--- src/rtl/stopwatch_ctrl_if.sv ---
// Stopwatch controller port bundle: raw pushbutton/switch inputs and the
// registered control outputs that drive the minute/second counter.
// The master side (board / bench) drives the raw inputs; the slave side
// (stopwatch_ctrl) consumes them and drives the control outputs.
interface stopwatch_ctrl_if;
    logic       i_btn_pause;
    logic       i_btn_rst;
    logic       i_sw_adj;
    logic       i_sw_sel;
    logic       o_cnt_en;
    logic       o_cnt_clr;
    logic       o_adj;
    logic       o_sel;
    logic       o_paused;
    logic       o_blink;
    logic [1:0] o_state;

    modport master (
        output i_btn_pause, i_btn_rst, i_sw_adj, i_sw_sel,
        input  o_cnt_en, o_cnt_clr, o_adj, o_sel, o_paused, o_blink, o_state
    );

    modport slave (
        input  i_btn_pause, i_btn_rst, i_sw_adj, i_sw_sel,
        output o_cnt_en, o_cnt_clr, o_adj, o_sel, o_paused, o_blink, o_state
    );
endinterface

--- src/rtl/stopwatch_ctrl.sv ---
// Stopwatch controller: synchronizes and debounces two pushbuttons and two
// switches, runs a RUN/PAUSE/ADJUST/CLEAR state machine and drives
// registered control outputs for the minute/second counter.
// Optional feature: define STOPWATCH_BLINK_EN to build the adjust-mode blink
// divider; without it o_blink is tied low and no blink counter exists.
module stopwatch_ctrl #(
    parameter int DEBOUNCE_CYCLES = 500_000,
    parameter int BLINK_DIV       = 25_000_000
) (
    input  logic            i_clk,
    input  logic            i_rst_n,
    stopwatch_ctrl_if.slave ifc
);

    // Input lane indices shared by the synchronizer and debouncer arrays.
    localparam int N_IN      = 4;
    localparam int IDX_PAUSE = 0;
    localparam int IDX_RST   = 1;
    localparam int IDX_ADJ   = 2;
    localparam int IDX_SEL   = 3;

    // Debounce counter only needs to reach DEBOUNCE_CYCLES-1.
    localparam int                DEB_CW   = $clog2(DEBOUNCE_CYCLES + 1);
    localparam logic [DEB_CW-1:0] DEB_LAST = DEB_CW'(DEBOUNCE_CYCLES - 1);
    localparam logic [DEB_CW-1:0] DEB_ONE  = DEB_CW'(1);
    localparam logic [DEB_CW-1:0] DEB_ZERO = DEB_CW'(0);

    typedef enum logic [1:0] {
        ST_RUN    = 2'b00,
        ST_PAUSE  = 2'b01,
        ST_ADJUST = 2'b10,
        ST_CLEAR  = 2'b11
    } state_t;

    logic [N_IN-1:0]   raw_s;
    logic [N_IN-1:0]   sync1_r;
    logic [N_IN-1:0]   sync2_r;
    logic [N_IN-1:0]   db_r;
    logic [DEB_CW-1:0] deb_cnt_r [N_IN];
    logic [1:0]        btn_prev_r;
    logic              press_pause_s;
    logic              press_rst_s;
    logic              adj_lvl_s;
    logic              sel_lvl_s;

    state_t            state_r;
    state_t            next_state_s;

    logic              cnt_en_s;
    logic              cnt_clr_s;
    logic              adj_s;
    logic              sel_s;
    logic              paused_s;
    logic              cnt_en_r;
    logic              cnt_clr_r;
    logic              adj_r;
    logic              sel_r;
    logic              paused_r;

    assign raw_s = {ifc.i_sw_sel, ifc.i_sw_adj, ifc.i_btn_rst, ifc.i_btn_pause};

    // Two-flop synchronizer on every raw asynchronous input.
    always_ff @(posedge i_clk or negedge i_rst_n) begin
        if (!i_rst_n) begin
            sync1_r <= {N_IN{1'b0}};
            sync2_r <= {N_IN{1'b0}};
        end else begin
            sync1_r <= raw_s;
            sync2_r <= sync1_r;
        end
    end

    // Per-lane debouncer: adopt the synchronized level after it has disagreed
    // with the debounced level for DEBOUNCE_CYCLES consecutive cycles.
    always_ff @(posedge i_clk or negedge i_rst_n) begin
        if (!i_rst_n) begin
            db_r <= {N_IN{1'b0}};
            for (int i = 0; i < N_IN; i++) begin
                deb_cnt_r[i] <= DEB_ZERO;
            end
        end else begin
            for (int i = 0; i < N_IN; i++) begin
                if (sync2_r[i] != db_r[i]) begin
                    if (deb_cnt_r[i] == DEB_LAST) begin
                        db_r[i]      <= sync2_r[i];
                        deb_cnt_r[i] <= DEB_ZERO;
                    end else begin
                        deb_cnt_r[i] <= deb_cnt_r[i] + DEB_ONE;
                    end
                end else begin
                    deb_cnt_r[i] <= DEB_ZERO;
                end
            end
        end
    end

    // Previous debounced button levels, for rising-edge (press) detection.
    always_ff @(posedge i_clk or negedge i_rst_n) begin
        if (!i_rst_n) begin
            btn_prev_r <= 2'b00;
        end else begin
            btn_prev_r <= {db_r[IDX_RST], db_r[IDX_PAUSE]};
        end
    end

    // Presses are one-cycle pulses; releases produce nothing.
    assign press_pause_s = db_r[IDX_PAUSE] & ~btn_prev_r[0];
    assign press_rst_s   = db_r[IDX_RST]   & ~btn_prev_r[1];
    assign adj_lvl_s     = db_r[IDX_ADJ];
    assign sel_lvl_s     = db_r[IDX_SEL];

    // FSM state register; reset parks the controller in PAUSE.
    always_ff @(posedge i_clk or negedge i_rst_n) begin
        if (!i_rst_n) begin
            state_r <= ST_PAUSE;
        end else begin
            state_r <= next_state_s;
        end
    end

    // Next-state logic with priority rst press > adj level > pause press.
    always_comb begin
        next_state_s = state_r;
        case (state_r)
            ST_RUN: begin
                if (press_rst_s) begin
                    next_state_s = ST_CLEAR;
                end else if (adj_lvl_s) begin
                    next_state_s = ST_ADJUST;
                end else if (press_pause_s) begin
                    next_state_s = ST_PAUSE;
                end else begin
                    next_state_s = ST_RUN;
                end
            end
            ST_PAUSE: begin
                if (press_rst_s) begin
                    next_state_s = ST_CLEAR;
                end else if (adj_lvl_s) begin
                    next_state_s = ST_ADJUST;
                end else if (press_pause_s) begin
                    next_state_s = ST_RUN;
                end else begin
                    next_state_s = ST_PAUSE;
                end
            end
            ST_ADJUST: begin
                // Pause presses are deliberately ignored while adjusting.
                if (press_rst_s) begin
                    next_state_s = ST_CLEAR;
                end else if (!adj_lvl_s) begin
                    next_state_s = ST_PAUSE;
                end else begin
                    next_state_s = ST_ADJUST;
                end
            end
            ST_CLEAR: begin
                // Single-cycle clear; any press landing here is dropped.
                next_state_s = ST_PAUSE;
            end
            default: begin
                next_state_s = ST_PAUSE;
            end
        endcase
    end

    // Output decode from the upcoming state so the registered outputs line
    // up with the state register after the same clock edge.
    always_comb begin
        cnt_en_s  = 1'b0;
        cnt_clr_s = 1'b0;
        adj_s     = 1'b0;
        sel_s     = 1'b0;
        paused_s  = 1'b0;
        case (next_state_s)
            ST_RUN: begin
                cnt_en_s = 1'b1;
            end
            ST_PAUSE: begin
                paused_s = 1'b1;
            end
            ST_ADJUST: begin
                cnt_en_s = 1'b1;
                adj_s    = 1'b1;
                sel_s    = sel_lvl_s;
            end
            ST_CLEAR: begin
                cnt_clr_s = 1'b1;
            end
            default: begin
                paused_s = 1'b1;
            end
        endcase
    end

    // Output register: no combinational path from any input to a port.
    always_ff @(posedge i_clk or negedge i_rst_n) begin
        if (!i_rst_n) begin
            cnt_en_r  <= 1'b0;
            cnt_clr_r <= 1'b0;
            adj_r     <= 1'b0;
            sel_r     <= 1'b0;
            paused_r  <= 1'b1;
        end else begin
            cnt_en_r  <= cnt_en_s;
            cnt_clr_r <= cnt_clr_s;
            adj_r     <= adj_s;
            sel_r     <= sel_s;
            paused_r  <= paused_s;
        end
    end

    assign ifc.o_cnt_en  = cnt_en_r;
    assign ifc.o_cnt_clr = cnt_clr_r;
    assign ifc.o_adj     = adj_r;
    assign ifc.o_sel     = sel_r;
    assign ifc.o_paused  = paused_r;
    assign ifc.o_state   = state_r;

`ifdef STOPWATCH_BLINK_EN
    localparam int                BLK_CW   = $clog2(BLINK_DIV + 1);
    localparam logic [BLK_CW-1:0] BLK_LAST = BLK_CW'(BLINK_DIV - 1);
    localparam logic [BLK_CW-1:0] BLK_ONE  = BLK_CW'(1);
    localparam logic [BLK_CW-1:0] BLK_ZERO = BLK_CW'(0);

    logic [BLK_CW-1:0] blink_cnt_r;
    logic              blink_r;

    // Blink divider: runs only while adjusting, restarts low on each entry.
    always_ff @(posedge i_clk or negedge i_rst_n) begin
        if (!i_rst_n) begin
            blink_cnt_r <= BLK_ZERO;
            blink_r     <= 1'b0;
        end else if (state_r == ST_ADJUST) begin
            if (blink_cnt_r == BLK_LAST) begin
                blink_cnt_r <= BLK_ZERO;
                blink_r     <= ~blink_r;
            end else begin
                blink_cnt_r <= blink_cnt_r + BLK_ONE;
            end
        end else begin
            blink_cnt_r <= BLK_ZERO;
            blink_r     <= 1'b0;
        end
    end

    assign ifc.o_blink = blink_r;
`else
    // Blink disabled: tied low (the divider term is constant for any legal
    // divider and only keeps the parameter referenced).
    assign ifc.o_blink = 1'b0 & (BLINK_DIV > 0);
`endif

endmodule

--- src/flat_wrapper.sv ---
// flat-port wrapper written by rule: the top's interface ports become plain ports
module stopwatch_ctrl_flat 
#(
    parameter int DEBOUNCE_CYCLES = 500_000,
    parameter int BLINK_DIV       = 25_000_000
)
  (i_clk, i_rst_n, ifc_i_btn_pause, ifc_i_btn_rst, ifc_i_sw_adj, ifc_i_sw_sel, ifc_o_cnt_en, ifc_o_cnt_clr, ifc_o_adj, ifc_o_sel, ifc_o_paused, ifc_o_blink, ifc_o_state);
  stopwatch_ctrl_if ifc_i ();
  input  logic i_clk;
  input  logic i_rst_n;
  input wire logic [$bits(ifc_i.i_btn_pause)-1:0] ifc_i_btn_pause;
  input wire logic [$bits(ifc_i.i_btn_rst)-1:0] ifc_i_btn_rst;
  input wire logic [$bits(ifc_i.i_sw_adj)-1:0] ifc_i_sw_adj;
  input wire logic [$bits(ifc_i.i_sw_sel)-1:0] ifc_i_sw_sel;
  output wire logic [$bits(ifc_i.o_cnt_en)-1:0] ifc_o_cnt_en;
  output wire logic [$bits(ifc_i.o_cnt_clr)-1:0] ifc_o_cnt_clr;
  output wire logic [$bits(ifc_i.o_adj)-1:0] ifc_o_adj;
  output wire logic [$bits(ifc_i.o_sel)-1:0] ifc_o_sel;
  output wire logic [$bits(ifc_i.o_paused)-1:0] ifc_o_paused;
  output wire logic [$bits(ifc_i.o_blink)-1:0] ifc_o_blink;
  output wire logic [$bits(ifc_i.o_state)-1:0] ifc_o_state;
  assign ifc_i.i_btn_pause = ifc_i_btn_pause;
  assign ifc_i.i_btn_rst = ifc_i_btn_rst;
  assign ifc_i.i_sw_adj = ifc_i_sw_adj;
  assign ifc_i.i_sw_sel = ifc_i_sw_sel;
  assign ifc_o_cnt_en = ifc_i.o_cnt_en;
  assign ifc_o_cnt_clr = ifc_i.o_cnt_clr;
  assign ifc_o_adj = ifc_i.o_adj;
  assign ifc_o_sel = ifc_i.o_sel;
  assign ifc_o_paused = ifc_i.o_paused;
  assign ifc_o_blink = ifc_i.o_blink;
  assign ifc_o_state = ifc_i.o_state;
  stopwatch_ctrl #(.DEBOUNCE_CYCLES(DEBOUNCE_CYCLES), .BLINK_DIV(BLINK_DIV)) u_core (.i_clk(i_clk), .i_rst_n(i_rst_n), .ifc(ifc_i));
endmodule
--- config.mk ---
export PLATFORM = sky130hd
export DESIGN_NAME = stopwatch_ctrl_flat
export DESIGN_NICKNAME = d
export VERILOG_FILES = /design/src/rtl/stopwatch_ctrl_if.sv /design/src/rtl/stopwatch_ctrl.sv /design/src/flat_wrapper.sv
export SDC_FILE = /design/constraint.sdc
export NUM_CORES = 1
export LEC_CHECK = 0
export BUFFER_PORTS_ARGS = -buffer_cell sky130_fd_sc_hd__buf_2
export CAP_MARGIN = 30
export CORE_MARGIN = 2
export CORE_UTILIZATION = 55
export CTS_CLUSTER_DIAMETER = 150
export DETAILED_ROUTE_END_ITERATION = 7
export PLACE_DENSITY_LB_ADDON = 0.08
export SETUP_SLACK_MARGIN = 0.15
export SLEW_MARGIN = 0
export SYNTH_ARGS = -nofsm -noshare
export SYNTH_HDL_FRONTEND = slang
export SYNTH_SLANG_ARGS = --single-unit
--- constraint.sdc ---
create_clock -name i_clk -period 2.5 [get_ports i_clk]
set_clock_uncertainty 0.1 [all_clocks]
set_input_delay 0.25 -clock i_clk [delete_from_list [all_inputs] [get_ports i_clk]]
set_output_delay 0.25 -clock i_clk [all_outputs]
set_load 0.02 [all_outputs]
==> results of run 1 <==
==> area by class of cell <==
class | count | area (µm²) | share of cell area (%)
Timing Repair Buffer | 29 | 215 | 4.25
Clock buffer | 9 | 124 | 2.45
Inverter | 17 | 63.8 | 1.26
Sequential cell | 97 | 2430 | 48.0
Clock inverter | 7 | 86.3 | 1.70
Tap cell | 105 | 131 | 2.59
Multi-Input combinational cell | 325 | 2010 | 39.8
==> routing by layer <==
metal | vias up | GRT usage [%] | share of wire (%)
met3 | 11 | 4.82 | 3.2
li1 | 1628 | - | -
met1 | 1507 | 25.2 | 49
met5 | - | 0 | 0
met2 | 40 | 30.3 | 46
met4 | 0 | 7.25 | 1.7
==> sequential cells by signal, summed over array words and instances, names as in the netlist <==
signal	count
u_core.ifc.o_cnt_clr	1
u_core.sync2_r	4
u_core.ifc.o_paused	1
u_core.db_r	4
u_core.ifc.o_cnt_en	1
u_core.ifc.o_sel	1
u_core.ifc.o_adj	1
u_core.deb_cnt_r	76
u_core.sync1_r	4
u_core.btn_prev_r	2
u_core.ifc.o_state	2
==> power groups by stage <==
stage | Combinational (mW) | Sequential [mW] | Clock, mW
global placement | 0.103 | 1.64 | 0
detailed placement | 0.104 | 1.64 | 0
floorplan | 0.0520 | 1.64 | 0
global route | 0.126 | 1.62 | 1.17
CTS | 0.111 | 1.61 | 1.10
finish | 0.109 | 1.61 | 1.06
==> cell families (layout without fill, tap and decap cells) <==
kind of cell	after synthesis	after routing	synth area share, %
AND/OR/NAND/NOR	214	214	24.7
flip-flops	97	97	53.2
XOR/XNOR	55	55	10.6
AO/OA/AOI/OAI	47	47	6.66
buffers and inverters	28	62	2.66
adder cells (fa/ha/maj)	4	4	1.10
multiplexers	4	4	0.987
other	1	1	0.0821
==> how the worst min path moves through the flow <==
stage / end / cells after the start
floorplan: u_core.btn_prev_r[0]$_DFF_PN0_ / 0
global placement: u_core.deb_cnt_r[31]$_DFF_PN0_ / 2
detailed placement: u_core.deb_cnt_r[31]$_DFF_PN0_ / 2
CTS: u_core.sync2_r[2]$_DFF_PN0_ / 0
global route: u_core.sync2_r[2]$_DFF_PN0_ / 0
finish: u_core.sync2_r[2]$_DFF_PN0_ / 0
==> placed cells by master (no fill, tap or decap), types with 13 or more instances in the layout <==
cell and instances:
xnor2_1 38, nand2_1 26, nand3_1 22, nor3_1 13, or3_1 13, dfrtp_1 95
xor2_1 17, inv_1 17, a21oi_1 21, nor2_1 68, nand4_1 17
==> through the flow <==
step | instance area (µm²) | worst slack, ns
2_1_floorplan | 4570 | 0.408
3_3_place_gp | 4790 | 0.280
3_5_place_dp | 4790 | 0.263
4_1_cts | 5050 | 0.252
5_1_grt | 5060 | 0.241
6_report | 5060 | 0.331
==> what timing repair did <==
| item | 4_1_cts | 5_1_grt |
|---|---|---|
| setup buffers | 0 | 2 |
| endpoints found under the hold margin | 99 | 0 |
| setup endpoints to repair | 0 | 4 |
| hold buffers | 5 | 0 |
==> results.py, run 1 <==
metrics = {
    "setup_path": {
        "critPathCaptureType": "flop",
        "worst_setup_path_start_kind": "flop",
        "critical_path.top_delay_family": "simple AND/OR/NAND/NOR gates",
        "crit_chain": "or4_1 > or4_4 > nor2_1 > mux2_2",
        "critPathMaxStageDelay_ns": 0.55,
        "setup.worst_path.class": "flop to flop",
        "reg2reg_to": "u_core.db_r[1]$_DFFE_PN0P_",
        "r2r-start": "u_core.deb_cnt_r[49]$_DFF_PN0_",
        "cp.depth": 4,
        "crit_buf_inv": 0,
        "rr_worst_depth": 4,
        "endpoint": "u_core.db_r[1]$_DFFE_PN0P_",
        "cp_max_fo": 4,
        "startpoint": "u_core.deb_cnt_r[49]$_DFF_PN0_",
        "cp.arrival_ns": 2.32,
        "cpMaxStageDelayCell": "or4_4",
        "cp.required_ns": 2.65,
        "rrSetupSlack_ns": 0.33,
    },
    "detailed_routing": {
        "vias": 3186,
        "ant_nets": 0,
        "avgViaCountPerCell": 5.41,
        "drt_first_pass_iters": 5,
        "wirelength_um": 7810,
        "drt_iter0_drc": 87,
        "drc_errors": 0,
        "detail_route.wl_per_cell_um": 13.3,
    },
    "cts": {
        "numCtsBuffers": 9,
        "clock_path_buffers": 2,
        "clock-sinks": 97,
        "clk_pin_slew_worst_paths_ns": 0.09,
        "cts_resized": 0,
        "cts_tree": "yes",
        "clk_latency_ns": 0.36,
        "cts_root_buf": "clkbuf_8",
        "htreeDepth": 3,
    },
    "place": {
        "portBuffers": 12,
        "dp.cells": 566,
        "hpwl_um": 5390,
        "gp_congestion": 0.873,
    },
    "sta": {
        "final-hold-violation-count": 0,
        "setup_violations": 0,
        "rsz0062_at_grt": "no",
        "fin_crit_ns": 2.17,
        "final_max_slew_viol_count": 0,
        "hold_slack_ns": 0.265,
        "fin_crit_sh_pct": 86.8,
        "fmax_ghz": 0.461,
        "setup_tns_ns": 0,
    },
    "die": {
        "design.core.area_um2": 8130,
        "fp.dieW_um": 95.1,
        "die_area_um2": 9050,
        "chipHeight_um": 95.1,
        "core.rowCount": 33,
        "start_util_pct": 56.1,
        "io_pins": 14,
    },
    "power_and_ir_drop": {
        "irDropWorstVdd_mv": 0.423,
        "share_seq_of_total_power_pct": 58.0,
        "p_leak_nw": 2.05,
        "p_comb_share_pct": 3.9,
        "power_density_nw_per_um2": 549,
        "sw_frac_of_total_pct": 24.0,
        "power.net_switching_uw": 666,
        "power_mw": 2.78,
        "p_int_mw": 2.11,
        "power_frac_clock_pct": 38.1,
    },
    "logic_synthesis": {
        "avgSynthCellArea_um2": 10.1,
        "syn_area_um2": 4570,
        "netlist_instances": 450,
        "synth_area_leaders": "dfrtp_1 (52%), xnor2_1 (7.3%), nor2_1 (5.6%)",
        "synth_seq_cells": 97,
        "yosysSeqAreaShare_pct": 53.2,
        "yosys_most_used_dff": "dfrtp_1",
        "synth_top_area_share_pct": 52.1,
        "synth_most_common_cell": "dfrtp_1",
        "yosysWarnings": 0,
        "synth.largest_area_cell": "dfrtp_1",
        "syn_nets": 460,
        "synth_edf_count": 0,
        "ys_top_cells_by_count": "dfrtp_1 (95), nor2_1 (68), xnor2_1 (38)",
        "async_flop_share_pct": 100,
        "netlist-cell-type-count": 47,
    },
    "global_route": {
        "grt_pass1_vias": 3034,
        "grt_pass1_wl_um": 13500,
        "antenna_found_initial": 0,
        "grt_usage_pct": 19.1,
        "grt_start_max_net_pins": 98,
        "grt_overflow": 0,
    },
    "final_layout": {
        "fin_cells": 589,
        "drive_gt1_share_pct": 12.8,
        "post-route-util_pct": 62.3,
        "fin_nets": 489,
        "diodes": 0,
        "fillers": 668,
        "area_delta_synth_final_pct": 10.9,
    },
    "run": {
        "drv_cap": 0,
    },
    "min_path": {
        "min_from": "u_core.sync1_r[2]$_DFF_PN0_",
        "hold_path_class": "flop to flop",
    },
    "run_status": {
        "status": "finished clean",
    },
}
No activity file was read; power rests on OpenSTA's default activity.
==> inputs of run 2 (changes only) <==
--- a/config.mk
+++ b/config.mk
@@ -5,6 +5,7 @@
 export SDC_FILE = /design/constraint.sdc
 export NUM_CORES = 1
 export LEC_CHECK = 0
+export ABC_AREA = 1
 export BUFFER_PORTS_ARGS = -buffer_cell sky130_fd_sc_hd__buf_2
 export CAP_MARGIN = 30
 export CORE_MARGIN = 2
@@ -12,6 +13,7 @@
 export CTS_CLUSTER_DIAMETER = 150
 export DETAILED_ROUTE_END_ITERATION = 7
 export PLACE_DENSITY_LB_ADDON = 0.08
+export REMOVE_ABC_BUFFERS = 1
 export SETUP_SLACK_MARGIN = 0.15
 export SLEW_MARGIN = 0
 export SYNTH_ARGS = -nofsm -noshare
==> run 2 against run 1 <==
Combinational power down 4%; first-iteration DRC count up 130%; total power down 0.35%; critical path type unchanged; count of clock-buffer cells in the layout up 2; largest cell class is now multi-input combinational cells; critical path depth up 2; largest power group unchanged; core utilization down 0.084 points.
==> results.py, run 2 <==
metrics = {
    "cts": {
        "cts_hold_buf": 5,
        "htreeDepth": 3,
        "clk_pin_slew_worst_paths_ns": 0.09,
        "cts_resized": 0,
        "cts_tree": "yes",
        "clk_latency_ns": 0.36,
        "clock_path_buffers": 2,
        "clock-sinks": 97,
        "cts_root_buf": "clkbuf_8",
        "numCtsBuffers": 9,
        "post-cts-setup-buffers": 0,
    },
    "detailed_routing": {
        "drt_iter0_drc": 196,
        "wirelength_um": 10400,
        "vias": 4183,
        "ant_nets": 0,
        "detail_route.wl_per_cell_um": 12.3,
        "drc_errors": 0,
        "drt_first_pass_iters": 4,
        "avgViaCountPerCell": 4.92,
    },
    "min_path": {
        "min_from": "u_core.sync1_r[0]$_DFF_PN0_",
        "hold-path-endpoint": "u_core.sync2_r[0]$_DFF_PN0_",
        "hold_path_class": "flop to flop",
        "hold_depth": 0,
    },
    "setup_path": {
        "setup.worst_path.class": "flop to flop",
        "cp.arrival_ns": 1.71,
        "critPathMaxStageDelay_ns": 0.38,
        "worst_setup_path_start_kind": "flop",
        "critPathCaptureType": "flop",
        "reg2reg_to": "u_core.deb_cnt_r[52]$_DFF_PN0_",
        "cpMaxStageDelayCell": "dfrtp_1",
        "cp_max_fo": 4,
        "r2r-start": "u_core.deb_cnt_r[38]$_DFF_PN0_",
        "rr_worst_depth": 6,
        "crit_buf_inv": 0,
        "crit_chain": "ha_1 > nand3_1 > nor2_1 > nand3_1 > xor2_1 > nor2_1",
        "cp.required_ns": 2.68,
        "critical_path.top_delay_family": "simple AND/OR/NAND/NOR gates",
        "rrSetupSlack_ns": 0.97,
    },
    "logic_synthesis": {
        "synth_area_leaders": "dfrtp_1 (45%), nor2_1 (14%), nand2_1 (8.2%)",
        "ys_top_cells_by_count": "nor2_1 (194), nand2_1 (115), dfrtp_1 (95)",
        "avgSynthCellArea_um2": 7.67,
        "yosysSeqAreaShare_pct": 45.9,
        "netlist-cell-type-count": 31,
        "synth_seq_cells": 97,
        "yosys_most_used_dff": "dfrtp_1",
        "async_flop_share_pct": 100,
        "syn_area_um2": 5290,
        "yosysWarnings": 0,
        "synth.largest_area_cell": "dfrtp_1",
        "synth_most_common_cell": "nor2_1",
        "synth_edf_count": 0,
        "synth_top_area_share_pct": 44.9,
        "netlist_instances": 690,
    },
    "sta": {
        "fin_crit_ns": 1.53,
        "fmax_ghz": 0.653,
        "tightest_slew_ns": 0.521,
        "fin_crit_sh_pct": 61.2,
        "rsz0062_at_grt": "no",
        "slew_headroom_pct": 65.3,
        "fin_ws_ns": 0.969,
        "setup_tns_ns": 0,
        "setup_violations": 0,
        "final-hold-violation-count": 0,
        "final_max_slew_viol_count": 0,
    },
    "global_route": {
        "grt_pass1_vias": 3989,
        "antenna_found_initial": 0,
        "grt_usage_pct": 21.8,
        "grt_start_max_net_pins": 98,
        "grt_pass1_wl_um": 18100,
        "grt_overflow": 0,
    },
    "place": {
        "portBuffers": 12,
        "gp_congestion": 0.892,
        "hpwl_um": 7720,
        "place_ws_ns": 0.977,
    },
    "power_and_ir_drop": {
        "power_density_nw_per_um2": 480,
        "irDropWorstVdd_mv": 0.382,
        "p_leak_nw": 2.47,
    },
    "final_layout": {
        "area_delta_synth_final_pct": 9.10,
        "drive_gt1_share_pct": 13.6,
        "top_register": "u_core.deb_cnt_r",
        "largest_register_ffs": 76,
        "diodes": 0,
        "fin_nets": 726,
        "final_common_cell": "nor2_1",
        "layout_common_cells": "nor2_1 (194), nand2_1 (115), dfrtp_1 (95), inv_1 (73), nand3_1 (54)",
    },
    "die": {
        "io_pins": 14,
        "fp.dieW_um": 102,
        "die_area_um2": 10400,
        "chipHeight_um": 102,
        "core.rowCount": 35,
        "start_util_pct": 57.0,
        "design.core.area_um2": 9280,
    },
    "run_status": {
        "status": "finished clean",
    },
    "run": {
        "drv_cap": 0,
    },
}
## run 2: cell count changes in the layout (fill, tap and decap cells not counted), moves of 11 or more
cell	delta
buf_4	-11
nand2_1	+89
nand4_1	-13
nor4_1	-11
xnor2_1	-27
nor3_1	-12
or4_1	-12
nand3_1	+32
nand2_2	+24
inv_1	+56
nor2_2	+19
or3_1	-13
nor2_1	+126
## run 2: worst max path at each step
stage / startpoint / endpoint / slack, ns / cells past startpoint
finish: u_core.deb_cnt_r[38]$_DFF_PN0_ / u_core.deb_cnt_r[52]$_DFF_PN0_ / 0.97 / 6
global route: u_core.deb_cnt_r[38]$_DFF_PN0_ / u_core.deb_cnt_r[52]$_DFF_PN0_ / 0.81 / 6
CTS: u_core.deb_cnt_r[38]$_DFF_PN0_ / u_core.deb_cnt_r[52]$_DFF_PN0_ / 0.97 / 6
detailed placement: u_core.deb_cnt_r[57]$_DFF_PN0_ / u_core.deb_cnt_r[75]$_DFF_PN0_ / 0.98 / 8
global placement: u_core.deb_cnt_r[57]$_DFF_PN0_ / u_core.deb_cnt_r[75]$_DFF_PN0_ / 1.0 / 8
floorplan: u_core.deb_cnt_r[0]$_DFF_PN0_ / u_core.deb_cnt_r[18]$_DFF_PN0_ / 1.16 / 8
## run 2: cell type report
type	instances	area [µm²]
multi-input cells	510	2540
flip-flops and latches	97	2430
repair buffers	18	133
well taps	129	161
clock buffers	11	151
inverters	80	300
fillers	880	3510
clock inverters	5	53.8
## run 2: metrics by stage
step / power, mW / util (%) / hold WS [ns] / std cells / area [µm²]
floorplan: 1.68 / - / -0.146 / 687 / 5270
global placement: 1.74 / 59.4 / 0.232 / 829 / 5520
detailed placement: 1.74 / 59.4 / 0.236 / 829 / 5520
CTS: 2.80 / 62.2 / 0.256 / 850 / 5770
global route: 2.88 / 62.2 / 0.259 / 850 / 5770
finish: 2.77 / 62.2 / 0.252 / 850 / 5770
## run 2: cells by family after synthesis
family                     Yosys count  share of synthesized area [%]
other                                1                         0.0709
xor gates and xnor gates            42                           7.52
and+or+nand+nor                    435                           36.7
buffers and inverters               83                           6.01
DFF                                 97                           45.9
adders and majority gates            4                          0.946
AOI/OAI and AO/OA                   28                           2.81
## run 2: where the power goes
part	internal (mW)	total [mW]	switching [mW]
Combinational	0.0318	0.105	0.0731
Clock	0.515	1.06	0.545
Sequential	1.59	1.61	0.0161
## run 2: per-layer routing
| metal | GRT usage, % | part of all wire, % |
|---|---|---|
| met1 | 30.7 | 49 |
| met2 | 34.4 | 46 |
| met3 | 4.65 | 3.5 |
| met4 | 6.15 | 1.3 |
| met5 | 0 | 0 |
==> inputs of run 3 (changes only) <==
==> constraint.sdc (replaced) <==
create_clock -name i_clk -period 1.6 [get_ports i_clk]
set_clock_uncertainty 0.1 [all_clocks]
set_input_delay 0.16 -clock i_clk [delete_from_list [all_inputs] [get_ports i_clk]]
set_output_delay 0.16 -clock i_clk [all_outputs]
set_load 0.02 [all_outputs]
==> run 3 against run 2 <==
Clock power rose by 56%; critical path depth rose by 1; global-route usage rose by 0.98 points; non-clock buffer count rose by 29; combinational power rose by 130%; register-to-register slack got worse by 0.84 ns; largest power group unchanged; first-iteration DRC count rose by 14%; via count rose by 7.1%; final cell count rose by 3.4%; count of clock-buffer cells in the layout did not move.
==> results.py, run 3 (synthesis gave the netlist of run 2 again) <==
metrics = {
    "detailed_routing": {
        "drc_errors": 0,
        "drt_first_pass_iters": 5,
        "vias": 4478,
        "avgViaCountPerCell": 5.09,
        "detail_route.wl_per_cell_um": 13.5,
        "wirelength_um": 11900,
        "ant_nets": 0,
        "drt_iter0_drc": 223,
    },
    "sta": {
        "hold_slack_ns": 0.188,
        "final_max_slew_viol_count": 0,
        "setup_tns_ns": 0,
        "fin_crit_sh_pct": 91.9,
        "final-hold-violation-count": 0,
        "setup_violations": 0,
        "fin_crit_ns": 1.47,
        "fmax_ghz": 0.680,
        "rsz0062_at_grt": "yes",
    },
    "place": {
        "dp.cells": 835,
        "gp_congestion": 0.907,
        "hpwl_um": 8020,
        "portBuffers": 12,
    },
    "min_path": {
        "hold_path_class": "primary input to asynchronous set/reset pin",
    },
    "final_layout": {
        "area_delta_synth_final_pct": 21.2,
        "largest_register_ffs": 76,
        "fin_nets": 755,
        "final_common_cell": "nor2_1",
        "layout_common_cells": "nor2_1 (177), nand2_1 (108), dfrtp_1 (72), inv_1 (71), nand3_1 (43)",
        "fin_cells": 879,
        "fillers": 750,
        "top_register": "u_core.deb_cnt_r",
        "diodes": 0,
        "drive_gt1_share_pct": 25.6,
    },
    "cts": {
        "clock-sinks": 97,
        "numCtsBuffers": 9,
        "cts_root_buf": "clkbuf_8",
        "clock_path_buffers": 2,
        "htreeDepth": 3,
        "clk_latency_ns": 0.36,
        "clk_pin_slew_worst_paths_ns": 0.10,
        "cts_tree": "yes",
    },
    "setup_path": {
        "cp.arrival_ns": 1.61,
        "setup.worst_path.class": "flop to flop",
        "reg2reg_to": "u_core.deb_cnt_r[48]$_DFF_PN0_",
        "rrSetupSlack_ns": 0.13,
        "critPathCaptureType": "flop",
        "r2r-start": "u_core.deb_cnt_r[39]$_DFF_PN0_",
        "cp.required_ns": 1.74,
        "worst_setup_path_start_kind": "flop",
        "rr_worst_depth": 7,
        "cp_max_fo": 4,
    },
    "global_route": {
        "grt_start_max_net_pins": 31,
        "grt_overflow": 0,
        "antenna_found_initial": 0,
        "grt_usage_pct": 22.7,
        "grt_pass1_vias": 4164,
        "grt_pass1_wl_um": 18800,
    },
    "die": {
        "design.core.area_um2": 9280,
        "io_pins": 14,
        "fp.dieW_um": 102,
        "chipHeight_um": 102,
        "die_area_um2": 10400,
        "core.rowCount": 35,
        "start_util_pct": 57.0,
    },
    "power_and_ir_drop": {
        "p_leak_nw": 2.70,
        "irDropWorstVdd_mv": 0.435,
        "power_mw": 4.43,
        "power_density_nw_per_um2": 690,
    },
    "run": {
        "drv_cap": 0,
    },
    "run_status": {
        "status": "finished clean",
    },
}
[run 3: worst max-delay path by stage]
stage,start,to,depth (start not counted)
global route,u_core.deb_cnt_r[19]$_DFF_PN0_,u_core.deb_cnt_r[36]$_DFF_PN0_,8
floorplan,u_core.deb_cnt_r[0]$_DFF_PN0_,u_core.deb_cnt_r[18]$_DFF_PN0_,8
detailed placement,u_core.deb_cnt_r[38]$_DFF_PN0_,u_core.deb_cnt_r[52]$_DFF_PN0_,6
CTS,u_core.deb_cnt_r[38]$_DFF_PN0_,u_core.deb_cnt_r[52]$_DFF_PN0_,6
global placement,u_core.deb_cnt_r[57]$_DFF_PN0_,u_core.deb_cnt_r[73]$_DFF_PN0_,7
finish,u_core.deb_cnt_r[39]$_DFF_PN0_,u_core.deb_cnt_r[48]$_DFF_PN0_,7
[run 3: timing repair]
action	CTS	global route
resized for setup	11	97
pin swaps	4	35
hold endpoints to repair	53	0
setup endpoints to repair	12	68
buffers inserted	3	20
hold buffers	5	0
[run 3: per-stage QoR]
stage	utilization (%)	area, µm²	setup WS [ns]
global route	69.1	6410	0.0620
finish	69.1	6410	0.130
CTS	63.6	5900	0.111
floorplan	-	5270	0.260
detailed placement	60.2	5590	0.0598
global placement	60.2	5590	0.108
[run 3: layout make-up]
| cell class | count | area (µm²) | area share, % |
|---|---|---|---|
| clock buffers | 11 | 141 | 2.20 |
| repair buffers | 47 | 387 | 6.03 |
| multi-input cells | 510 | 2900 | 45.2 |
| flip-flops and latches | 97 | 2460 | 38.3 |
| clock inverters | 5 | 63.8 | 0.995 |
| well taps | 129 | 161 | 2.52 |
| inverters | 80 | 300 | 4.68 |
[run 3: worst max-delay path, cell delays in order (launching register included)]
cell	delay, ns
dfrtp_1	0.38
ha_2	0.22
nand2_2	0.09
nor2_2	0.12
nand2_2	0.11
nor2_4	0.15
xnor2_1	0.14
nor2_1	0.06
[run 3: report_power, final]
part	leakage, nW	internal, mW	switching (mW)
sequential	1.28	2.48	0.0405
combinational	1.33	0.101	0.145
clock	0.100	0.778	0.876
total	2.70	3.36	1.06
[run 3: per-layer routing]
layer / vias to the layer above / share of wire [%] / track usage [%]
li1: 2227 / - / -
met1: 2130 / 44 / 31.6
met2: 98 / 50 / 37.1
met3: 23 / 3.8 / 3.35
met4: 0 / 2.0 / 7.28
met5: - / 0 / 0
